===== config.mk =====
export PLATFORM = sky130hd
export DESIGN_NAME = truthtable_top
export DESIGN_NICKNAME = d
export VERILOG_FILES = /design/src/rtl/truthtable_pkg.sv /design/src/rtl/truthtable_lut.sv /design/src/rtl/truthtable_top.sv
export SDC_FILE = /design/constraint.sdc
export NUM_CORES = 1
export LEC_CHECK = 0
export BUFFER_PORTS_ARGS = -buffer_cell sky130_fd_sc_hd__buf_4
export CORE_UTILIZATION = 30
export CTS_BUF_LIST = sky130_fd_sc_hd__clkbuf_8
export CTS_CLUSTER_SIZE = 12
export DETAILED_ROUTE_END_ITERATION = 10
export PLACE_DENSITY_LB_ADDON = 0.15
export SYNTH_ARGS = -nofsm -noshare
export SYNTH_HDL_FRONTEND = slang
export SYNTH_SLANG_ARGS = --single-unit

===== constraint.sdc =====
create_clock -name clk -period 3.2 [get_ports clk]
set_clock_uncertainty 0.05 [all_clocks]
set_input_delay 0.96 -clock clk [delete_from_list [all_inputs] [get_ports clk]]
set_output_delay 0.96 -clock clk [all_outputs]
set_load 0.1 [all_outputs]

===== src/rtl/truthtable_pkg.sv =====
// Shared definitions for the truth-table function block: default table,
// index type and the table lookup helper used by the LUT.
package truthtable_pkg;

  // Default table realises f = x3 ? x1 : x2 (ones at idx 2, 3, 5, 7).
  localparam logic [7:0] TT_DEFAULT = 8'hAC;

  // Table index, ordered {x3, x2, x1}.
  typedef logic [2:0] idx_t;

  // Select one table bit; an unknown index yields X so that input X
  // propagates to the result instead of being masked.
  function automatic logic tt_lookup(input logic [7:0] tbl, input idx_t idx);
    return tbl[idx];
  endfunction

endpackage


===== src/rtl/truthtable_lut.sv =====
// Combinational 3-input lookup: returns the table bit selected by idx.
module truthtable_lut
  import truthtable_pkg::*;
(
  input  logic [7:0] tbl,
  input  idx_t       idx,
  output logic       f
);

  // Pure lookup, no state.
  assign f = tt_lookup(tbl, idx);

endmodule


===== src/rtl/truthtable_top.sv =====
// Three-input Boolean function block. f is the combinational result of a
// table lookup on {x3,x2,x1}; f_q is its registered copy and ones_cnt a
// saturating count of clocks on which f was 1.
// Optional feature macro: TRUTHTABLE_PROG_EN adds a writable 8-bit table
// register (ports tt_we, tt_wdata, tt). Without it the table is TT_RESET.
module truthtable_top
  import truthtable_pkg::*;
#(
  parameter int         CNT_W    = 8,
  parameter logic [7:0] TT_RESET = TT_DEFAULT
)(
  input  logic             clk,
  input  logic             rst_n,
  input  logic             x3,
  input  logic             x2,
  input  logic             x1,
  output logic             f,
  output logic             f_q,
  output logic [CNT_W-1:0] ones_cnt
`ifdef TRUTHTABLE_PROG_EN
  ,
  input  logic             tt_we,
  input  logic [7:0]       tt_wdata,
  output logic [7:0]       tt
`endif
);

  localparam logic [CNT_W-1:0] CNT_MAX = {CNT_W{1'b1}};
  localparam logic [CNT_W-1:0] CNT_ONE = {{(CNT_W-1){1'b0}}, 1'b1};

  logic [7:0]       tbl_s;
  idx_t             idx_s;
  logic             f_s;
  logic             f_q_r;
  logic [CNT_W-1:0] ones_cnt_r;

  assign idx_s = {x3, x2, x1};

`ifdef TRUTHTABLE_PROG_EN
  logic [7:0] tt_r;

  // Table register: reset to TT_RESET, writes are ignored while in reset.
  always_ff @(posedge clk or negedge rst_n) begin
    if (!rst_n) begin
      tt_r <= TT_RESET;
    end else if (tt_we) begin
      tt_r <= tt_wdata;
    end else begin
      tt_r <= tt_r;
    end
  end

  assign tbl_s = tt_r;
  assign tt    = tt_r;
`else
  assign tbl_s = TT_RESET;
`endif

  truthtable_lut u_lut (
    .tbl (tbl_s),
    .idx (idx_s),
    .f   (f_s)
  );

  assign f = f_s;

  // Registered copy of f for synchronous consumers.
  always_ff @(posedge clk or negedge rst_n) begin
    if (!rst_n) begin
      f_q_r <= 1'b0;
    end else begin
      f_q_r <= f_s;
    end
  end

  // Ones counter; holds at all-ones instead of wrapping. The f sampled here
  // is the pre-edge value, so a same-edge table write does not affect it.
  always_ff @(posedge clk or negedge rst_n) begin
    if (!rst_n) begin
      ones_cnt_r <= {CNT_W{1'b0}};
    end else if ((f_s == 1'b1) && (ones_cnt_r != CNT_MAX)) begin
      ones_cnt_r <= ones_cnt_r + CNT_ONE;
    end else begin
      ones_cnt_r <= ones_cnt_r;
    end
  end

  assign f_q      = f_q_r;
  assign ones_cnt = ones_cnt_r;

endmodule


==> metrics.md <==
| Metric | Value |
|---|---|
| Run status | finished clean |
| DRT iter0 DRCs | 4 |
| Combinational family with the most area after synthesis | simple AND/OR/NAND/NOR gates |
| H-tree depth | 1 |
| Final Routed Wirelength | ~900 µm |
| Adder-cell share of the synthesized area | 0.0279 |
| Hold Slack | 0.481 ns |
| Crit Path Max Fanout | 7 |
| HP Class | flip-flop to flip-flop |
| XOR/XNOR Fraction of Synth Area | 0.0780 |
| Endpoint type of the worst setup path | output pin |
| Area growth from synthesis to layout | 37.6% |
| Drt drc | 0 |
| Vias post-DR | 355 |
| Die footprint | 1660 µm² |
| Final setup vio count | 0 |
| Most common cell after layout, fill and taps aside | buf_4 |
| Port Buffer Count | 14 |
| FMAX | between 300 and 400 MHz |
| Min-delay src | ones_cnt[0] |
| CP startpoint | x3 |
| Worst relative slew slack | 0.720 |
| Layout cell share with drive strength beyond 1 | 0.439 |
| Total gr overflow | 0 |
| Arrival @ worst endpoint | 1.81 ns |
| Global-route wire length before repair | 1.50 mm |
| Drt pass-1 iters | 2 |
| Layout Cells excl Fill | 72 |
| # Post-CTS Setup Buffers | 0 |
| Synth unique cells | 21 |
| Routed wire per std cell | 12.8 µm |
| Antenna violation net count after detailed routing | 0 |
| IO Count | 15 |
| Crit Path Class | primary input to output pin |
| Floorplan row count | 13 |
| Hold_buf cts | 0 |
| RSZ-0062 raised after global routing | false |
| CTS Buffer Depth | 2 |
| Syn nets | 45 |
| Simple-gate share of the synthesized area | 0.167 |
| Max Slew Vio Count | 0 |
| Root buf cell | clkbuf_8 |
| Mapped cell area | between 400 and 500 µm² |
| Final Hold Fails | 0 |
| Register bit count reported by yosys | 9 |
| Final GP Congestion | 0.720 |
| Setup crit start kind | primary input |
| Die Height | about 40 µm |
| Slowest stage cell on the critical path | mux2i_2 |
| Global Route Usage Sum | 0.148 |
| Number of nets in the layout | 64 |
| Most frequent cells in the layout | buf_4, dfrtp_1 |
| Seq/Total Area, Yosys | 0.501 |
| R2R Setup Slk | 1.65 ns |
| Vias per cell | 4.93 |
| Crit-path max cell delay | 0.40 ns |
| Clock slew at reported path FFs | 0.05 ns |
| Resized Gates After CTS | 0 |
| Final Util | 0.458 |
| Overall die width | 40.7 µm |
| Period utilization | 0.880 |
| N_diodes | 0 |
| CP most frequent cell | buf_4 |
| Critical Path RT | 2.19 ns |
| Synth warn | 0 |
| Initial core utilization | 0.333 |
| TritonCTS clock tree | yes |
| Synth Area per Inst | approximately 12 µm² |
| Core box area | 1350 µm² |
| DPL Wire Length | slightly below 700 µm |
| CTS Sinks | 9 |
| Worst skew pair latency | 0.23 ns |
| Multiplexer share of the synthesized area | 0.106 |
| Post-Syn Instances | 39 |
| Largest net degree at the start of global routing | 10 |
| Crit path time final | about 2.8 ns |
| Fillers | ~140 |
| Crit-path cells | buf_4 > mux2i_2 > inv_2 > buf_4 |
| Setup TNS Final | 0 ns |
| Reg2Reg Launch Point | ones_cnt[0] |
| Post-synthesis compound-gate area fraction | 0.103 |
| Vias in the first global route | 340 |
| Total CTS buffers | 3 |
| Antenna violations before repair | 0 |
| Max Cap Viol | 0 |
| Worst-Margin Slew | around 0.4 ns |
| Area of the multi-input gates | 216 µm² |
| Seq. cell area | 225 µm² |
| Placed instance count | 68 |
==> cell type report <==
cell class,count,share of cell area
flip-flops and latches,9,0.364
multi-input cells,28,0.350
repair buffers,14,0.170
clock buffers,3,0.0668
well taps,15,0.0304
inverters,2,0.0121
clock inverters,1,0.00607
==> sequential cells by signal, indices dropped and copies added, names as in the netlist <==
signal    cells
f_q           1
ones_cnt      8
==> cells by family after synthesis <==
family                   Yosys count
AO/OA/AOI/OAI                      7
XOR/XNOR                           4
adder cells (fa/ha/maj)            1
buffers and inverters              2
flip-flops                         9
multiplexers                       4
AND/OR/NAND/NOR                   12
==> worst paths after layout <==
check,to,depth (start not counted)
max in group asynchronous,ones_cnt[5],1
hold / removal,ones_cnt[0],1
min in group asynchronous,ones_cnt[4],1
setup / recovery,f,4
setup reg to reg,ones_cnt[6],4
hold reg to reg,ones_cnt[0],1
==> through the flow <==
stage | setup WS, ns | area (µm²)
floorplan | 0.572 | 449
global placement | 0.374 | 573
detailed placement | 0.375 | 573
CTS | 0.373 | 618
global route | 0.293 | 618
finish | 0.383 | 618
==> synthesized netlist by cell type <==
master / n / area [µm²]
dfrtp_1: 9 / 225
a211oi_1: 3 / 22.5
mux2_2: 3 / 33.8
nand3_1: 3 / 15.0
xor2_1: 3 / 26.3
a21oi_1: 2 / 10.0
nand2_1: 2 / 7.51
and3_2: 1 / 7.51
and4_1: 1 / 8.76
ha_1: 1 / 12.5
inv_1: 1 / 3.75
inv_2: 1 / 3.75
mux2i_2: 1 / 13.8
nand2b_1: 1 / 6.26
nand4_1: 1 / 6.26
nor3_1: 1 / 5.00
nor4_1: 1 / 6.26
nor4_2: 1 / 12.5
o21ai_0: 1 / 5.00
o21ai_2: 1 / 8.76
xnor2_1: 1 / 8.76
==> metal layers <==
layer  track usage  part of all wire  up-vias  wire length, µm
met3        0.0489             0.049        2               45
li1              -                 -      178                -
met1         0.192              0.51      163              475
met5             0                 0        -                0
met2         0.194              0.41       12              382
met4         0.125             0.021        0               19
==> critical path: cells and delay by family <==
family	cells	cell delay, ns
mux	1	0.40
buf+inv	3	0.45
Power is not shown: default switching activity piles up to over one toggle a cycle in this logic, so the estimate is an artifact.
